$ cat src/rtl/intersection_arbiter_pkg.sv
// Shared types and constants for the intersection arbiter.
package intersection_arbiter_pkg;

    // Lamp encodings {red,yellow,green}
    localparam logic [2:0] LAMP_RED = 3'b100;
    localparam logic [2:0] LAMP_YEL = 3'b010;
    localparam logic [2:0] LAMP_GRN = 3'b001;

    // Approach indices, matching req bit positions
    localparam logic [1:0] DIR_N = 2'd0;
    localparam logic [1:0] DIR_S = 2'd1;
    localparam logic [1:0] DIR_E = 2'd2;
    localparam logic [1:0] DIR_W = 2'd3;

    typedef enum logic [1:0] {
        ST_IDLE    = 2'd0,
        ST_GREEN   = 2'd1,
        ST_YELLOW  = 2'd2,
        ST_ALL_RED = 2'd3
    } state_t;

    // Lamp value for approach d given the phase and the served approach
    function automatic logic [2:0] lamp_for(input state_t st, input logic [1:0] cur,
                                            input logic [1:0] d);
        logic [2:0] lamp;
        lamp = LAMP_RED;
        if (cur == d) begin
            if (st == ST_GREEN) begin
                lamp = LAMP_GRN;
            end else if (st == ST_YELLOW) begin
                lamp = LAMP_YEL;
            end
        end
        return lamp;
    endfunction

endpackage

$ cat src/rtl/intersection_arbiter_rr_pick4.sv
// Combinational 4-way round-robin picker: first set req bit after ptr.
module rr_pick4 (
    input  logic [3:0] req,
    input  logic [1:0] ptr,
    output logic [1:0] winner,
    output logic       valid
);

    logic [1:0] idx;

    // Scan ptr+1, ptr+2, ptr+3, ptr (mod 4) and keep the first hit
    always_comb begin
        winner = 2'd0;
        valid  = 1'b0;
        idx    = 2'd0;
        for (int i = 1; i <= 4; i++) begin
            idx = ptr + 2'(i);
            if (!valid && req[idx]) begin
                valid  = 1'b1;
                winner = idx;
            end
        end
    end

endmodule

$ cat src/rtl/intersection_arbiter.sv
// Four-approach intersection scheduler: round-robin greens sized by density,
// gap-out, and emergency preemption; drives the per-approach lamps.
module intersection_arbiter
    import intersection_arbiter_pkg::*;
#(
    parameter int unsigned BASE_GREEN  = 4,
    parameter int unsigned YELLOW_CYC  = 4,
    parameter int unsigned ALL_RED_CYC = 2,
    parameter int unsigned CNT_W       = 6
) (
    input  logic       clk,
    input  logic       rst_a,
    input  logic [3:0] req,
    input  logic [1:0] traffic_n,
    input  logic [1:0] traffic_s,
    input  logic [1:0] traffic_e,
    input  logic [1:0] traffic_w,
    input  logic       emerg_req,
    input  logic [1:0] emerg_dir,
    output logic [2:0] n_lights,
    output logic [2:0] s_lights,
    output logic [2:0] e_lights,
    output logic [2:0] w_lights,
    output logic [3:0] grant,
    output logic       emerg_ack
);

    state_t           state, nxt_state;
    logic [1:0]       cur, nxt_cur;
    logic [1:0]       rr_ptr, nxt_ptr;
    logic             emerg_mode, nxt_emerg;
    logic [CNT_W-1:0] timer, nxt_timer;
    logic [CNT_W-1:0] gcnt, nxt_gcnt;

    logic [2:0]       nxt_n, nxt_s, nxt_e, nxt_w;
    logic [3:0]       nxt_grant;
    logic             nxt_ack;

    logic [1:0]       pick_winner;
    logic             pick_valid;
    logic [1:0]       win_dens;
    logic [CNT_W-1:0] green_load;
    logic [3:0]       cur_oh;
    logic             gap_out;
    logic             arb;

    rr_pick4 u_pick (
        .req    (req),
        .ptr    (rr_ptr),
        .winner (pick_winner),
        .valid  (pick_valid)
    );

    // Density of the round-robin winner, sampled in the arbitration cycle
    always_comb begin
        win_dens = traffic_n;
        case (pick_winner)
            DIR_N:   win_dens = traffic_n;
            DIR_S:   win_dens = traffic_s;
            DIR_E:   win_dens = traffic_e;
            DIR_W:   win_dens = traffic_w;
            default: win_dens = traffic_n;
        endcase
    end

    assign green_load = CNT_W'(BASE_GREEN * ({30'd0, win_dens} + 32'd1) - 32'd1);
    assign cur_oh     = 4'(1) << cur;
    // Current approach empty, minimum green served, and someone else waiting
    assign gap_out    = !req[cur] && (gcnt >= CNT_W'(BASE_GREEN - 1)) && (|(req & ~cur_oh));

    // Next-state, arbitration and registered-output decode
    always_comb begin
        nxt_state = state;
        nxt_cur   = cur;
        nxt_ptr   = rr_ptr;
        nxt_emerg = emerg_mode;
        nxt_timer = timer;
        nxt_gcnt  = gcnt;
        arb       = 1'b0;

        case (state)
            ST_IDLE: begin
                arb = 1'b1;
            end
            ST_GREEN: begin
                if (emerg_mode) begin
                    if (!(emerg_req && emerg_dir == cur)) begin
                        nxt_state = ST_YELLOW;
                        nxt_timer = CNT_W'(YELLOW_CYC - 1);
                    end
                end else begin
                    nxt_timer = timer - CNT_W'(1);
                    nxt_gcnt  = gcnt + CNT_W'(1);
                    if (emerg_req && emerg_dir == cur) begin
                        nxt_emerg = 1'b1;
                    end else if (emerg_req || timer == '0 || gap_out) begin
                        nxt_state = ST_YELLOW;
                        nxt_timer = CNT_W'(YELLOW_CYC - 1);
                    end
                end
            end
            ST_YELLOW: begin
                if (timer == '0) begin
                    nxt_state = ST_ALL_RED;
                    nxt_timer = CNT_W'(ALL_RED_CYC - 1);
                end else begin
                    nxt_timer = timer - CNT_W'(1);
                end
            end
            ST_ALL_RED: begin
                if (timer == '0) begin
                    nxt_emerg = 1'b0;
                    arb       = 1'b1;
                end else begin
                    nxt_timer = timer - CNT_W'(1);
                end
            end
            default: begin
                nxt_state = ST_IDLE;
            end
        endcase

        if (arb) begin
            nxt_gcnt = '0;
            if (emerg_req) begin
                nxt_state = ST_GREEN;
                nxt_cur   = emerg_dir;
                nxt_emerg = 1'b1;
                nxt_timer = '0;
            end else if (pick_valid) begin
                nxt_state = ST_GREEN;
                nxt_cur   = pick_winner;
                nxt_ptr   = pick_winner;
                nxt_emerg = 1'b0;
                nxt_timer = green_load;
            end else begin
                nxt_state = ST_IDLE;
                nxt_emerg = 1'b0;
                nxt_timer = '0;
            end
        end

        nxt_n     = lamp_for(nxt_state, nxt_cur, DIR_N);
        nxt_s     = lamp_for(nxt_state, nxt_cur, DIR_S);
        nxt_e     = lamp_for(nxt_state, nxt_cur, DIR_E);
        nxt_w     = lamp_for(nxt_state, nxt_cur, DIR_W);
        nxt_grant = (nxt_state == ST_GREEN || nxt_state == ST_YELLOW) ? (4'(1) << nxt_cur) : 4'd0;
        nxt_ack   = (nxt_state == ST_GREEN) && nxt_emerg;
    end

    // State and output registers; reset forces all-red immediately
    always_ff @(posedge clk) begin
        if (!rst_a) begin
            state      <= ST_IDLE;
            cur        <= DIR_N;
            rr_ptr     <= DIR_W;
            emerg_mode <= 1'b0;
            timer      <= '0;
            gcnt       <= '0;
            n_lights   <= LAMP_RED;
            s_lights   <= LAMP_RED;
            e_lights   <= LAMP_RED;
            w_lights   <= LAMP_RED;
            grant      <= 4'd0;
            emerg_ack  <= 1'b0;
        end else begin
            state      <= nxt_state;
            cur        <= nxt_cur;
            rr_ptr     <= nxt_ptr;
            emerg_mode <= nxt_emerg;
            timer      <= nxt_timer;
            gcnt       <= nxt_gcnt;
            n_lights   <= nxt_n;
            s_lights   <= nxt_s;
            e_lights   <= nxt_e;
            w_lights   <= nxt_w;
            grant      <= nxt_grant;
            emerg_ack  <= nxt_ack;
        end
    end

endmodule

$ cat config.mk
export PLATFORM = sky130hd
export DESIGN_NAME = intersection_arbiter
export DESIGN_NICKNAME = d
export VERILOG_FILES = /design/src/rtl/intersection_arbiter_pkg.sv /design/src/rtl/intersection_arbiter_rr_pick4.sv /design/src/rtl/intersection_arbiter.sv
export SDC_FILE = /design/constraint.sdc
export NUM_CORES = 1
export LEC_CHECK = 0
export ABC_AREA = 1
export CAP_MARGIN = 20
export CORE_ASPECT_RATIO = 1.2
export CORE_UTILIZATION = 40
export DETAILED_ROUTE_END_ITERATION = 12
export GPL_ROUTABILITY_DRIVEN = 0
export SLEW_MARGIN = 10
export SYNTH_ARGS = -nofsm -noshare
export SYNTH_HDL_FRONTEND = slang
export SYNTH_SLANG_ARGS = --single-unit
export TNS_END_PERCENT = 20
$ cat constraint.sdc
create_clock -name clk -period 7.35 [get_ports clk]
set_clock_uncertainty 0.15 [all_clocks]
set_input_delay 1.47 -clock clk [delete_from_list [all_inputs] [get_ports clk]]
set_output_delay 1.47 -clock clk [all_outputs]
set_load 0.05 [all_outputs]
==> flow_summary.json <==
{
  "rows": 29,
  "synth.most_common_cell": "nand2_1",
  "worstSkewPairLatency_ns": 0.29,
  "io_buffer_count": 33,
  "powerDensity_mw_per_mm2": 460,
  "fin_setup_tns_ns": 0,
  "crit_fanout": 6,
  "core_sq_mm": 0.00530,
  "ys_warn_count": 0,
  "track_usage": 0.185,
  "drt-pass1-iter-count": 4,
  "fin_crit_sh": 0.527,
  "nNetsFinal": 382,
  "synth_nets": 345,
  "antenna_left": 0,
  "ys_async_sr_fraction": 0,
  "synth-edff-count": 0,
  "ctsResizeCount": 0,
  "syn-cell-area_sq_mm": 0.00219,
  "start_util": 0.414,
  "totalWireLength_um": 4880,
  "clk_pin_slew_ns": 0.08,
  "syn_area_per_cell_sq_um": 6.90,
  "setup_violations": 0,
  "critPathKind": "in2reg",
  "finalMaxSlewViolations": 0,
  "finalHoldViolCount": 0,
  "end_kind": "register",
  "synth_top_cell_by_area": "dfxtp_1",
  "ir_drop_mv": 0.196,
  "post_cts_buffers": 0,
  "dieArea_sq_mm": 0.00579,
  "synth.distinct_cells": 32,
  "clock_power_share": 0.117,
  "post-dp-hpwl_um": 3770,
  "fin_hold_ws_ns": 0.360,
  "clock.fmax_mhz": 258,
  "die_w_um": 69.6,
  "clockBufferDepth": 2,
  "cts_tree": "done",
  "route.detailed.drc": 0,
  "switching_power_mw": 0.659,
  "synthFlopType": "dfxtp_1",
  "fill_cells": 540,
  "synth_cells": 318,
  "power_frac_comb": 0.645,
  "antenna_found_initial": 0,
  "p_seq_frac": 0.238,
  "status": "finished, final reports clean",
  "grt_max_degree": 14,
  "tightest_slew_ns": 0.515,
  "rsz0062_at_grt": "no",
  "p_leak_nw": 1.23,
  "worst_ep_arrival_time_ns": 3.88,
  "cell_internal_pwr_mw": 0.570,
  "ys_top_cells_by_area": "dfxtp_1 33%, nand2_1 13%, nor2_1 6.5%, inv_1 6.2%, ha_1 5.7%",
  "io_pins": 34,
  "start_kind": "input port",
  "die_h_um": 83.1,
  "first_iter_violations": 65,
  "min_period_ns": 3.88,
  "swShare": 0.536,
  "cts_root_buf": "clkbuf_8",
  "crit_required_ns": 7.36,
  "slew_headroom": 0.655,
  "synth-seq-cells": 36,
  "vias_per_cell": 4.79,
  "clock_sinks": 36,
  "htree_num_levels": 2,
  "area_growth_pct": 21.6,
  "netlist.area_leader.share": 0.328,
  "grt-ovfl-total": 0,
  "netlist_top_cells_count": "77 x nand2_1, 38 x nor2_1, 36 x dfxtp_1, 36 x inv_1, 20 x nand3_1",
  "cap_viol_max_count": 0,
  "seq_area_frac_synth": 0.328,
  "grt_pass1_vias": 1982,
  "routedWlPerCell_um": 11.7,
  "n_antenna_cell": 0,
  "num_vias": 2001,
  "holdBufCountCts": 0,
  "grt_pass1_wl_um": 8710,
  "cts_made_buffers": 5,
  "layout-drive-gt1-share": 0.146,
  "hold_path_class": "reg2reg"
}
==> layout make-up <==
type / count / area (sq um) / share of cell area
sequential: 36 / 721 / 0.270
multi-input combinational: 233 / 1270 / 0.477
clock inverter: 3 / 21.3 / 0.00797
timing repair buffer: 33 / 330 / 0.124
tap: 62 / 77.6 / 0.0291
clock buffer: 5 / 68.8 / 0.0258
inverter: 46 / 178 / 0.0666
==> stage by stage <==
step | power [mW] | instance area (sq um) | cells | worst slack (ns) | util
floorplan | 0.916 | 2190 | 318 | 4.06 | -
global placement | 1.10 | 2580 | 410 | 3.23 | 0.487
detailed placement | 1.10 | 2580 | 410 | 3.16 | 0.487
CTS | 1.25 | 2670 | 418 | 3.46 | 0.504
global route | 1.36 | 2670 | 418 | 3.04 | 0.504
finish | 1.23 | 2670 | 418 | 3.47 | 0.504
==> registers in the layout, summed over array words and instances, names as in the netlist <==
| name | count |
|---|---|
| grant | 4 |
| n_lights | 3 |
| timer | 6 |
| state | 2 |
| s_lights | 3 |
| emerg_mode | 1 |
| rr_ptr | 2 |
| w_lights | 3 |
| e_lights | 3 |
| gcnt | 6 |
| emerg_ack | 1 |
| cur | 2 |
==> logic make-up after synthesis <==
family,after synthesis,synth area share
simple gates,180,0.397
buf+inv,49,0.0918
flops,36,0.328
compound gates,35,0.0941
fa+ha+maj,10,0.0570
xor+xnor,8,0.0319
==> layer usage <==
layer	share of wire	routed length, um	track usage	up-vias
met2	0.50	2430	0.335	35
li1	-	-	-	1077
met5	0	0	0	-
met3	0.037	183	0.0413	6
met4	0.0098	48	0.0545	0
met1	0.46	2220	0.215	883
==> power groups by stage <==
| stage | combinational (mW) | clock, mW | sequential [mW] |
|---|---|---|---|
| after CTS | 0.803 | 0.151 | 0.293 |
| after detailed placement | 0.800 | 0 | 0.296 |
| after global routing | 0.902 | 0.159 | 0.300 |
| final | 0.792 | 0.144 | 0.292 |
| after floorplan | 0.544 | 0 | 0.371 |
| after global placement | 0.798 | 0 | 0.297 |
==> final timing paths <==
kind             from          end  slack (ns)  cells after the start
min           gcnt[1]      gcnt[1]        0.36                      2
max reg2reg  timer[0]  w_lights[2]        4.53                     14
max            req[0]  w_lights[2]        3.47                     15
min reg2reg   gcnt[1]      gcnt[1]        0.36                      2
==> critical path, cell delays in order <==
cell             delay [ns]
clkdlybuf4s50_1        0.55
inv_1                  0.08
nand4_1                0.22
nand2_1                0.08
o21ai_0                0.17
nand2_1                0.14
nand3_1                0.09
nand2_1                0.05
nand2_1                0.05
nand2_1                0.05
o21ai_1                0.14
inv_1                  0.08
ha_1                   0.27
nor2_1                 0.29
nand4_1                0.16
==> cell usage in the layout (no fill, tap or decap), drive strengths merged, types with 2 or more instances in the layout <==
cell,n
clkdlybuf4s50,33
nor3,8
nand4,9
nand3,23
dfxtp,36
clkbuf,5
inv,47
a21oi,16
nor2,40
ha,10
xor2,5
xnor2,3
o21ai,13
o211ai,2
nand2,100
a31oi,2
(Power assumes the default switching activity.)
